## src/rtl/alu_issue_pkg.sv

```systemverilog
// alu_issue_pkg: function, ALU op and branch-condition codes shared by the issue front end.
package alu_issue_pkg;
    localparam logic [3:0] FN_ADD  = 4'd0;
    localparam logic [3:0] FN_SUB  = 4'd1;
    localparam logic [3:0] FN_AND  = 4'd2;
    localparam logic [3:0] FN_OR   = 4'd3;
    localparam logic [3:0] FN_XOR  = 4'd4;
    localparam logic [3:0] FN_XNOR = 4'd5;
    localparam logic [3:0] FN_SLT  = 4'd6;
    localparam logic [3:0] FN_CMP  = 4'd7;

    localparam logic [3:0] ALUOP_ADD  = 4'd0;
    localparam logic [3:0] ALUOP_SUB  = 4'd1;
    localparam logic [3:0] ALUOP_AND  = 4'd2;
    localparam logic [3:0] ALUOP_OR   = 4'd3;
    localparam logic [3:0] ALUOP_XOR  = 4'd4;
    localparam logic [3:0] ALUOP_XNOR = 4'd5;
    localparam logic [3:0] ALUOP_SLT  = 4'd6;

    localparam logic [1:0] COND_NONE = 2'd0;
    localparam logic [1:0] COND_EQ   = 2'd1;
    localparam logic [1:0] COND_LT   = 2'd2;
    localparam logic [1:0] COND_GT   = 2'd3;
endpackage

```

## src/rtl/alu_issue_fn_decode.sv

```systemverilog
// alu_fn_decode: maps an ISA function code to the ALU op code plus compare/illegal markers.
module alu_fn_decode
    import alu_issue_pkg::*;
(
    input  logic [3:0] fn,
    output logic [3:0] op,
    output logic       is_cmp,
    output logic       illegal
);
    // fn 0-6 share their encoding with the ALU op codes
    assign illegal = fn[3];
    assign is_cmp  = fn == FN_CMP;
    assign op      = illegal ? ALUOP_ADD : is_cmp ? ALUOP_SUB : fn;
endmodule

```

## src/rtl/alu_issue.sv

```systemverilog
// alu_issue: two-stage issue/retire front end for the ALU with valid/ready on both sides.
// Define ALU_ISSUE_ERR_EN to flag illegal function codes on resp_err.
module alu_issue
    import alu_issue_pkg::*;
#(
    parameter int W     = 16,
    parameter int TAG_W = 3
) (
    input  logic             clk,
    input  logic             rst,
    input  logic             req_valid,
    output logic             req_ready,
    input  logic [3:0]       req_fn,
    input  logic [1:0]       req_cond,
    input  logic [W-1:0]     req_a,
    input  logic [W-1:0]     req_b,
    input  logic [TAG_W-1:0] req_tag,
    output logic [W-1:0]     alu_data1,
    output logic [W-1:0]     alu_data2,
    output logic [3:0]       alu_operation,
    input  logic [W-1:0]     alu_result,
    input  logic             alu_zero,
    input  logic             alu_lt,
    input  logic             alu_gt,
    output logic             resp_valid,
    input  logic             resp_ready,
    output logic [W-1:0]     resp_result,
    output logic [2:0]       resp_flags,
    output logic             resp_taken,
`ifdef ALU_ISSUE_ERR_EN
    output logic [TAG_W-1:0] resp_tag,
    output logic             resp_err
`else
    output logic [TAG_W-1:0] resp_tag
`endif
);
`ifdef ALU_ISSUE_ERR_EN
    localparam bit ERR_EN = 1'b1;
`else
    localparam bit ERR_EN = 1'b0;
`endif
    logic             s1_valid_q, s2_valid_q;
    logic [W-1:0]     a_q, b_q;
    logic [3:0]       op_q;
    logic             cmp_q, ill_q;
    logic [1:0]       cond_q;
    logic [TAG_W-1:0] tag1_q, tag2_q;
    logic [W-1:0]     res_q, res_d;
    logic [2:0]       flags_q, flags_d;
    logic             taken_q, taken_d;
    logic [3:0]       dec_op;
    logic             dec_cmp, dec_ill;
    logic             s2_free, adv, acc, bad;

    alu_fn_decode u_dec (.fn(req_fn), .op(dec_op), .is_cmp(dec_cmp), .illegal(dec_ill));

    assign s2_free       = !s2_valid_q || resp_ready;
    assign adv           = s1_valid_q && s2_free;
    assign req_ready     = !s1_valid_q || s2_free;
    assign acc           = req_valid && req_ready;
    assign alu_data1     = a_q;
    assign alu_data2     = b_q;
    assign alu_operation = s1_valid_q ? op_q : ALUOP_ADD;
    assign resp_valid    = s2_valid_q;
    assign resp_result   = res_q;
    assign resp_flags    = flags_q;
    assign resp_taken    = taken_q;
    assign resp_tag      = tag2_q;

    // illegal codes only squash the response when error reporting is built in
    always_comb begin
        bad     = ERR_EN && ill_q;
        res_d   = (cmp_q || bad) ? '0 : alu_result;
        flags_d = bad ? 3'b000 : {alu_gt, alu_lt, alu_zero};
        taken_d = !bad && (cond_q == COND_EQ ? alu_zero :
                           cond_q == COND_LT ? alu_lt :
                           cond_q == COND_GT ? alu_gt : 1'b0);
    end

    always_ff @(posedge clk or posedge rst) begin
        if (rst) begin
            s1_valid_q <= 1'b0;
            a_q        <= '0;
            b_q        <= '0;
            op_q       <= ALUOP_ADD;
            cmp_q      <= 1'b0;
            ill_q      <= 1'b0;
            cond_q     <= COND_NONE;
            tag1_q     <= '0;
        end else if (acc) begin
            s1_valid_q <= 1'b1;
            a_q        <= req_a;
            b_q        <= req_b;
            op_q       <= dec_op;
            cmp_q      <= dec_cmp;
            ill_q      <= dec_ill;
            cond_q     <= req_cond;
            tag1_q     <= req_tag;
        end else if (adv) begin
            s1_valid_q <= 1'b0;
        end
    end

    always_ff @(posedge clk or posedge rst) begin
        if (rst) begin
            s2_valid_q <= 1'b0;
            res_q      <= '0;
            flags_q    <= 3'b000;
            taken_q    <= 1'b0;
            tag2_q     <= '0;
        end else if (adv) begin
            s2_valid_q <= 1'b1;
            res_q      <= res_d;
            flags_q    <= flags_d;
            taken_q    <= taken_d;
            tag2_q     <= tag1_q;
        end else if (s2_free) begin
            s2_valid_q <= 1'b0;
        end
    end

`ifdef ALU_ISSUE_ERR_EN
    logic err_q;
    always_ff @(posedge clk or posedge rst) begin
        if (rst) err_q <= 1'b0;
        else if (adv) err_q <= bad;
    end
    assign resp_err = err_q;
`endif
endmodule

```

## config.mk

```make
export PLATFORM = sky130hd
export DESIGN_NAME = alu_issue
export DESIGN_NICKNAME = d
export VERILOG_FILES = /design/src/rtl/alu_issue_pkg.sv /design/src/rtl/alu_issue_fn_decode.sv /design/src/rtl/alu_issue.sv
export SDC_FILE = /design/constraint.sdc
export NUM_CORES = 1
export LEC_CHECK = 0
export ABC_AREA = 1
export BUFFER_PORTS_ARGS = -buffer_cell sky130_fd_sc_hd__buf_2
export CAP_MARGIN = 20
export CORE_ASPECT_RATIO = 0.75
export CORE_MARGIN = 3
export CORE_UTILIZATION = 46
export CTS_CLUSTER_SIZE = 10
export DETAILED_ROUTE_END_ITERATION = 6
export MAX_ROUTING_LAYER = met4
export PLACE_DENSITY_LB_ADDON = 0.08
export RECOVER_POWER = 100
export SYNTH_ARGS = -nofsm -noshare
export SYNTH_HDL_FRONTEND = slang
export SYNTH_SLANG_ARGS = --single-unit
```

## constraint.sdc

```tcl
create_clock -name clk -period 5.21 [get_ports clk]
set_clock_uncertainty 0.2 [all_clocks]
set_input_delay 1.3025 -clock clk [delete_from_list [all_inputs] [get_ports clk]]
set_output_delay 1.3025 -clock clk [all_outputs]
set_load 0.005 [all_outputs]
```

==> out/metrics.yaml, run 1 <==
clock_latency_ns: 0.33
die-area_um2: 6611
gp_congestion: 0.7129
cellLeakagePower_uw: 0.001981
cts.sinks: 66
placed_cell_area_um2: 3244
cts.clk_slew.worst_paths_ns: 0.07
drt-total-wl_um: 6042
outcome: "finished with violations"
grt_max_degree: 46
final_area_um2: 3374
portBuffers: 123
placeableCoreArea_um2: 5410
post-route-period-util_pct: 68.91
syn-num-nets: 366
cts_root_buf: "clkbuf_8"
setup-tns-final_ns: 0
die_height_um: 71.17
drcViolationCount: 0
drtIter0Drc: 134
place_hpwl_um: 4170
worst-setup-path-type: "in -> reg"
syn_to_final_growth_pct: 29.54
viasPerCell: 4.581
crit_required_ns: 5.24
cp_max_fo: 45
finalSetupViolations: 0
nets: 488
yosys_warnings: 0
dr.pass1.iters: 4
yosysUniqueCellTypes: 14
worst_pin_slew_ns: 1.491
reg2reg_slack_ns: 2.26
io_pins: 125
drive_gt1_share_pct: 27.51
crit_path_end_kind: "flip-flop"
fill_cells: 523
ir_worst_vdd_mv: 0.1666
synth-seq-cells: 66
fmax_mhz: 278.6
antenna_cells: 0
cts.repair.resized: 0
start_kind: "primary input"
avgSynthCellArea_um2: 8.626
htree_levels: 3
cts_buffer_depth: 2
power_density_nw_per_um2: 380.9
post_cts_buffers: 0
hp-class: "reg -> reg"
wl_per_cell_um: 11.99
drtAntennaViolNets: 0
final.min_clock_period_ns: 3.590
rsz0062_at_grt: "false"
antenna_found_initial: 0
ys_seq_area_share_pct: 63.40
cts_tree: "done"
holdBufCountCts: 0
first_global_vias: 2172
start_util_pct: 48.15
finalMaxSlewViolations: 0
die_x_um: 92.90
max_cap_violations: 1
gr-usage-all-layers_pct: 20.15
timing_hold_violations_final: 0
postSynthCellCount: 302
vias: 2309
overflow: 0
grt_pass1_wl_um: 9929
rows: 23
failed_checks: "capacitance limit"
netlist_area_um2: 2605
max_slew_margin_pct: 0.3302
cts_buffers: 9
arrival_ns: 3.62
## final timing paths
path,from,to,cells past startpoint
max,resp_ready,alu_data1[5]$_DFFE_PP0P_,7
min,alu_data1[7]$_DFFE_PP0P_,alu_data1[7]$_DFFE_PP0P_,2
max reg2reg,s1_valid_q$_DFFE_PP0P_,alu_data1[5]$_DFFE_PP0P_,5
min reg2reg,alu_data1[7]$_DFFE_PP0P_,alu_data1[7]$_DFFE_PP0P_,2
max in group asynchronous,rst,resp_tag[2]$_DFFE_PP0P_,3
min in group asynchronous,rst,alu_data1[7]$_DFFE_PP0P_,2
## cells in the mapped netlist
library cell  count  share of area (%)
buf_2             5               0.96
buf_4             1               0.29
buf_6             2               0.86
clkbuf_1          6               0.86
conb_1            1               0.14
dfrtp_1          66                 63
inv_1            10                1.4
inv_2             1               0.14
nand2_1         183                 26
nand2_4           1               0.43
nand3_1           5               0.96
nand3_2           1               0.38
nor2_1            2               0.29
o21ai_0          18                3.5
## power by group
part	total, uW	switching [uW]	leakage (uW)	internal, uW
Combinational	260	146	0.00108	114
Clock	365	181	0.0000872	184
Sequential	661	52.8	0.000813	608
Total	1290	380	0.00198	906
## kinds of logic (layout without fill, tap and decap cells)
group / count (synthesis) / after routing / share of synthesized area [%]
buffers and inverters: 25 / 152 / 4.563
other: 1 / 1 / 0.1440
AND/OR/NAND/NOR: 192 / 192 / 28.43
AO/OA/AOI/OAI: 18 / 18 / 3.458
flip-flops: 66 / 66 / 63.40
## flip-flops by register name, summed over array words and instances (netlist names)
signal and cells:
resp_tag 3, resp_valid 1, cmp_q 1, resp_result 16
op_q 3, s1_valid_q 1, resp_flags 3, alu_data2 16
cond_q 2, alu_data1 16, tag1_q 3, resp_taken 1
## per-layer routing
layer / global-route usage [%] / vias to the layer above / part of all wire [%]
met5: - / - / 0
met4: 5.854 / 0 / 1.1
met3: 8.395 / 8 / 8.4
met2: 28.33 / 89 / 44
met1: 26.90 / 1055 / 46
li1: - / 1157 / -
## through the flow
step	hold WS, ns	power (uW)	std cells	setup WS, ns	utilization [%]
after floorplan	0.2422	799.7	302	2.053	-
after global placement	0.2575	932.5	487	1.993	59.97
after detailed placement	0.2601	938.8	487	1.972	59.97
after CTS	0.2775	1309	503	1.969	63.00
after global routing	0.3005	1374	504	1.335	62.37
final	0.2725	1285	504	1.620	62.37
## critical path: stages
cell and delay, ns:
buf_2 0.09, inv_1 0.06, nand3_1 0.11, nand2_1 1.10
inv_2 0.67, nand2_1 0.20, nand2_1 0.06
## final cells by class
| class | count | area [um^2] | share of cell area (%) |
|---|---|---|---|
| clock inverters | 3 | 15.01 | 0.4449 |
| well taps | 75 | 93.84 | 2.781 |
| multi-input cells | 211 | 822.0 | 24.36 |
| repair buffers | 125 | 601.8 | 17.83 |
| inverters | 11 | 41.29 | 1.224 |
| flip-flops and latches | 66 | 1652 | 48.94 |
| clock buffers | 13 | 148.9 | 4.412 |
## cells in the final DEF, fill, tap and decap left out
cell,instances
buf_2,103
inv_2,1
dfrtp_1,66
buf_4,1
nand3_1,6
clkbuf_8,10
nor2_1,2
buf_1,1
inv_1,10
nand2_1,184
o21ai_0,18
clkinv_2,3
clkbuf_1,23
conb_1,1
Note: power is estimated with default switching activity, not from simulation.
==> run 2, diff against run 1 <==
- CORE_UTILIZATION: 46 -> 41
- clock period: 5.21 -> 3.3 ns (I/O delays scaled with it)
==> run 2 against run 1 <==
  * The run now ends clean
  * Worst hold slack gained 0.0019 ns
  * Combinational power grew 55%
  * Sequential cell count is the same
  * Critical path type unchanged
  * Routed wire length is 3.7% higher
==> out/metrics.yaml, run 2 (synthesis results as in run 1) <==
outcome: "completed"
cts_buffers: 9  # unchanged
crit_path_end_kind: "flip-flop"
antenna_found_initial: 0  # unchanged
fmax_mhz: 389.7
worst_pin_slew_ns: 1.164  # -0.3278 ns
cts.repair.resized: 0  # unchanged
cts.clk_slew.worst_paths_ns: 0.07  # about the same
place_ws_ns: 0.8200  # -1.152 ns
drtIter0Drc: 58  # -57%
overflow: 0  # unchanged
cts_tree: "done"
cp_max_fo: 45  # unchanged
die-area_um2: 7356  # +11%
place_hpwl_um: 4297  # +3.0%
setup-tns-final_ns: 0  # unchanged
setup_ws_ns: 0.7342  # -0.8858 ns
hold_ws_ns: 0.2744  # +0.001874 ns
clock_latency_ns: 0.33  # about the same
post_cts_buffers: 0  # unchanged
worst-setup-path-type: "in -> reg"
vias: 2280  # -1.3%
cts_root_buf: "clkbuf_8"
htree_levels: 3  # unchanged
cellLeakagePower_uw: 0.001961  # -1.0%
gr-usage-all-layers_pct: 17.75  # -2.4 points
die_x_um: 98.04  # +5.5%
syn_to_final_growth_pct: 30.79
ir_worst_vdd_mv: 0.3324  # +99%
layout_common_cells: "nand2_1 (183), buf_2 (90), dfrtp_1 (66)"
cts_buffer_depth: 2  # unchanged
first_global_vias: 2087  # -3.9%
grt_pass1_wl_um: 9908  # -0.21%
post-route-period-util_pct: 77.75
timing_hold_violations_final: 0  # unchanged
die_height_um: 75.03  # +5.4%
drt-total-wl_um: 6266  # +3.7%
final_common_cell: "nand2_1"
placeableCoreArea_um2: 5976  # +10%
finalMaxSlewViolations: 0  # unchanged
grt_max_degree: 46  # unchanged
crit_required_ns: 3.36  # -1.88 ns
rsz0062_at_grt: "false"
cts.sinks: 66  # unchanged
dr.pass1.iters: 6  # +2
portBuffers: 123  # unchanged
finalSetupViolations: 0  # unchanged
antenna_cells: 0  # unchanged
placed_cell_area_um2: 3268  # +0.73%
io_pins: 125  # unchanged
hp-class: "reg -> reg"
start_kind: "primary input"
holdBufCountCts: 0  # unchanged
drtAntennaViolNets: 0  # unchanged
viasPerCell: 4.506  # -1.6%
power_density_nw_per_um2: 626.1  # +64%
drcViolationCount: 0  # unchanged
rows: 24  # +4.3%
wl_per_cell_um: 12.38  # +3.3%
arrival_ns: 2.63  # -0.99 ns
nets: 488  # unchanged
start_util_pct: 43.59  # -4.6 points
drive_gt1_share_pct: 24.77  # -2.7 points
max_cap_violations: 0  # -1
final_area_um2: 3407  # +0.96%
max_slew_margin_pct: 22.34  # +22 points
final.min_clock_period_ns: 2.566
gp_congestion: 0.7621  # +6.9%
==> run 2: cell count changes in the layout (fill, tap and decap cells not counted) <==
cell | previous run | this run
clkinv_2 | 3 | 1
buf_2 | 103 | 90
buf_4 | 1 | 0
nand2_4 | 0 | 1
clkbuf_2 | 0 | 1
bufinv_16 | 0 | 1
inv_2 | 1 | 0
inv_1 | 10 | 11
clkbuf_1 | 23 | 35
clkbuf_8 | 10 | 12
nand2_1 | 184 | 183
buf_1 | 1 | 0
==> run 2: cell type report <==
cell class	count	area, um^2
Tap cell	78	97.59
Fill cell	617	2569
Inverter	11	41.29
Sequential cell	66	1652
Timing Repair Buffer	125	583.1
Clock buffer	13	168.9
Clock inverter	2	35.03
Multi-Input combinational cell	211	829.5
==> run 2: routing by layer <==
layer,GRT usage [%],wire (um)
met2,25.49,2667
met3,7.037,546
met1,23.54,2982
met5,-,0
met4,4.916,70
==> run 2: power by group <==
part | total (uW) | switching, uW | internal, uW | leakage [uW]
logic | 404 | 234 | 171 | 0.00104
registers | 1040 | 84.3 | 960 | 0.000813
clock network | 685 | 279 | 406 | 0.000106
==> run 2: final timing paths <==
check | endpoint | depth (start not counted) | slack, ns | from
max | alu_data2[7]$_DFFE_PP0P_ | 7 | 0.73 | resp_ready
min | resp_tag[2]$_DFFE_PP0P_ | 2 | 0.27 | tag1_q[2]$_DFFE_PP0P_
max reg2reg | alu_data2[7]$_DFFE_PP0P_ | 5 | 0.85 | s1_valid_q$_DFFE_PP0P_
min reg2reg | resp_tag[2]$_DFFE_PP0P_ | 2 | 0.27 | tag1_q[2]$_DFFE_PP0P_
max in group asynchronous | resp_result[11]$_DFFE_PP0P_ | 3 | 0.89 | rst
min in group asynchronous | alu_data1[12]$_DFFE_PP0P_ | 2 | 0.50 | rst
==> run 2: through the flow <==
step	power [uW]	cells	util [%]
final	2133	506	57.01
after global routing	2276	506	57.01
after CTS	2188	506	58.10
after detailed placement	1489	491	54.69
after global placement	1480	491	54.69
after floorplan	1262	302	-
==> run 2: worst max-delay path, cell delays in order <==
cell     delay (ns)
buf_2          0.07
inv_1          0.04
nand3_1        0.16
nand2_4        0.30
inv_1          0.96
nand2_1        0.13
nand2_1        0.11
==> run 3, diff against run 2 <==
- clock period: 3.3 -> 2.35 ns (I/O delays scaled with it)
==> run 3 against run 2 <==
  * Critical path depth shrank 5
  * Global-route usage grew 0.064 points
  * Total power grew 35%
  * Sequential cell count is the same
  * Clock power grew 22%
  * Sequential share of layout area shrank 0.12 points
  * Count of clock-buffer cells in the layout shrank 2
  * Sequential power grew 41%
  * Routed wire length shrank 4.4%
  * Die area is the same
  * Largest power group unchanged
  * Critical path type is now reg -> out
  * Final area grew 0.26%
==> out/metrics.yaml, run 3 (synthesis results as in run 1) <==
gr-usage-all-layers_pct: 17.81  # +0.064 points
rows: 24  # unchanged
worst-setup-path-type: "reg -> out"
crit_path_end_kind: "output port"
syn_to_final_growth_pct: 31.12
drcViolationCount: 0  # unchanged
hp-class: "in -> async"
max_cap_violations: 0  # unchanged
cp_slowest_cell: "dfrtp_1"
die-area_um2: 7356  # unchanged
crit_start: "s1_valid_q$_DFFE_PP0P_"
cts_buffers: 9  # unchanged
rsz0062_at_grt: "false"
ir_worst_vdd_mv: 0.3585  # +7.9%
placeableCoreArea_um2: 5976  # unchanged
fmax_mhz: 524.2
start_kind: "flip-flop"
antenna_cells: 0  # unchanged
cts_root_buf: "clkbuf_8"
cts.sinks: 66  # unchanged
finalSetupViolations: 0  # unchanged
cp_max_fo: 5  # -89%
dp.cells: 493  # +0.41%
drt-total-wl_um: 5990  # -4.4%
crit_required_ns: 1.56  # -1.80 ns
antenna_found_initial: 0  # unchanged
place_hpwl_um: 4349  # +1.2%
fill_cells: 618  # +0.16%
start_util_pct: 43.59  # unchanged
grt_pass1_wl_um: 9949  # +0.41%
post-route-period-util_pct: 81.18
die_height_um: 75.03  # unchanged
nets: 490  # +0.41%
wl_per_cell_um: 11.79  # -4.8%
viasPerCell: 4.461  # -1.0%
cts_buffer_depth: 2  # unchanged
final_common_cell: "nand2_1"
final.min_clock_period_ns: 1.908
htree_levels: 3  # unchanged
grt_max_degree: 41  # -11%
cts_tree: "done"
post_cts_buffers: 0  # unchanged
holdBufCountCts: 0  # unchanged
overflow: 0  # unchanged
vias: 2266  # -0.61%
portBuffers: 123  # unchanged
worstReg2RegStart: "s1_valid_q$_DFFE_PP0P_"
gp_congestion: 0.7138  # -6.3%
outcome: "completed"
dr.pass1.iters: 4  # -2
worstPathCellList: "nand3_1, clkbuf_1"
setup-tns-final_ns: 0  # unchanged
drtIter0Drc: 70  # +21%
stdcell_count: 508  # +0.40%
drtAntennaViolNets: 0  # unchanged
layout_common_cells: "nand2_1 (183), buf_2 (95), dfrtp_1 (66)"
timing_hold_violations_final: 0  # unchanged
die_x_um: 98.04  # unchanged
regArea_um2: 1652  # unchanged
worstPathBufferInverterCount: 1  # -2
cts.repair.resized: 0  # unchanged
critPathMaxStageDelay_ns: 0.43  # -0.53 ns
worst_pin_slew_ns: 0.9983  # -0.1653 ns
cellLeakagePower_uw: 0.001966  # +0.25%
drive_gt1_share_pct: 27.21  # +2.4 points
multiInputGateArea_um2: 829.5  # unchanged
first_global_vias: 2181  # +4.5%
max_slew_margin_pct: 33.08  # +11 points
io_pins: 125  # unchanged
clock_latency_ns: 0.33  # about the same
reg2reg_slack_ns: 0.53  # -0.32 ns
arrival_ns: 1.12  # -1.51 ns
power_density_nw_per_um2: 840.6  # +34%
cp_top_family: "flip-flops"
finalMaxSlewViolations: 0  # unchanged
cts.clk_slew.worst_paths_ns: 0.07  # about the same
## run 3: final timing paths
check                                            end  cells past startpoint
max                                        req_ready                      2
min                         alu_data1[8]$_DFFE_PP0P_                      2
max reg2reg                      op_q[2]$_DFFE_PP0P_                      4
min reg2reg                resp_flags[2]$_DFFE_PP0P_                      2
min in group clk           alu_data1[13]$_DFFE_PP0P_                      3
max in group asynchronous    resp_tag[2]$_DFFE_PP0P_                      3
## run 3: area by class of cell
cell class / count / area share (%)
Inverter: 11 / 1.245
Clock inverter: 4 / 0.8059
Tap cell: 78 / 2.857
Clock buffer: 11 / 4.432
Sequential cell: 66 / 48.35
Multi-Input combinational cell: 211 / 24.29
Timing Repair Buffer: 127 / 18.02
## run 3: metal layers
metal  vias to the layer above  wire length, um  GRT usage (%)
met5                         -                0              -
met1                      1016             2704          22.70
met4                         0               31          3.687
li1                       1159                -              -
met3                         5              558          7.222
met2                        86             2694          27.22
## run 3: power by group
part | internal (uW) | switching (uW) | leakage [uW]
Clock | 432 | 403 | 0.0000834
Sequential | 1350 | 122 | 0.000813
Combinational | 249 | 318 | 0.00107
## run 3: stage by stage
stage | utilization, % | power, uW | hold WS [ns] | worst slack [ns] | cell area [um^2]
after floorplan | - | 1773 | 0.2422 | 0.7963 | 2609
after global placement | 55.21 | 2085 | 0.2582 | 0.4021 | 3299
after detailed placement | 55.21 | 2098 | 0.2607 | 0.4091 | 3299
after CTS | 58.21 | 2948 | 0.09201 | 0.4469 | 3478
after global routing | 57.16 | 3086 | 0.2283 | 0.3084 | 3416
final | 57.16 | 2871 | 0.2184 | 0.4423 | 3416
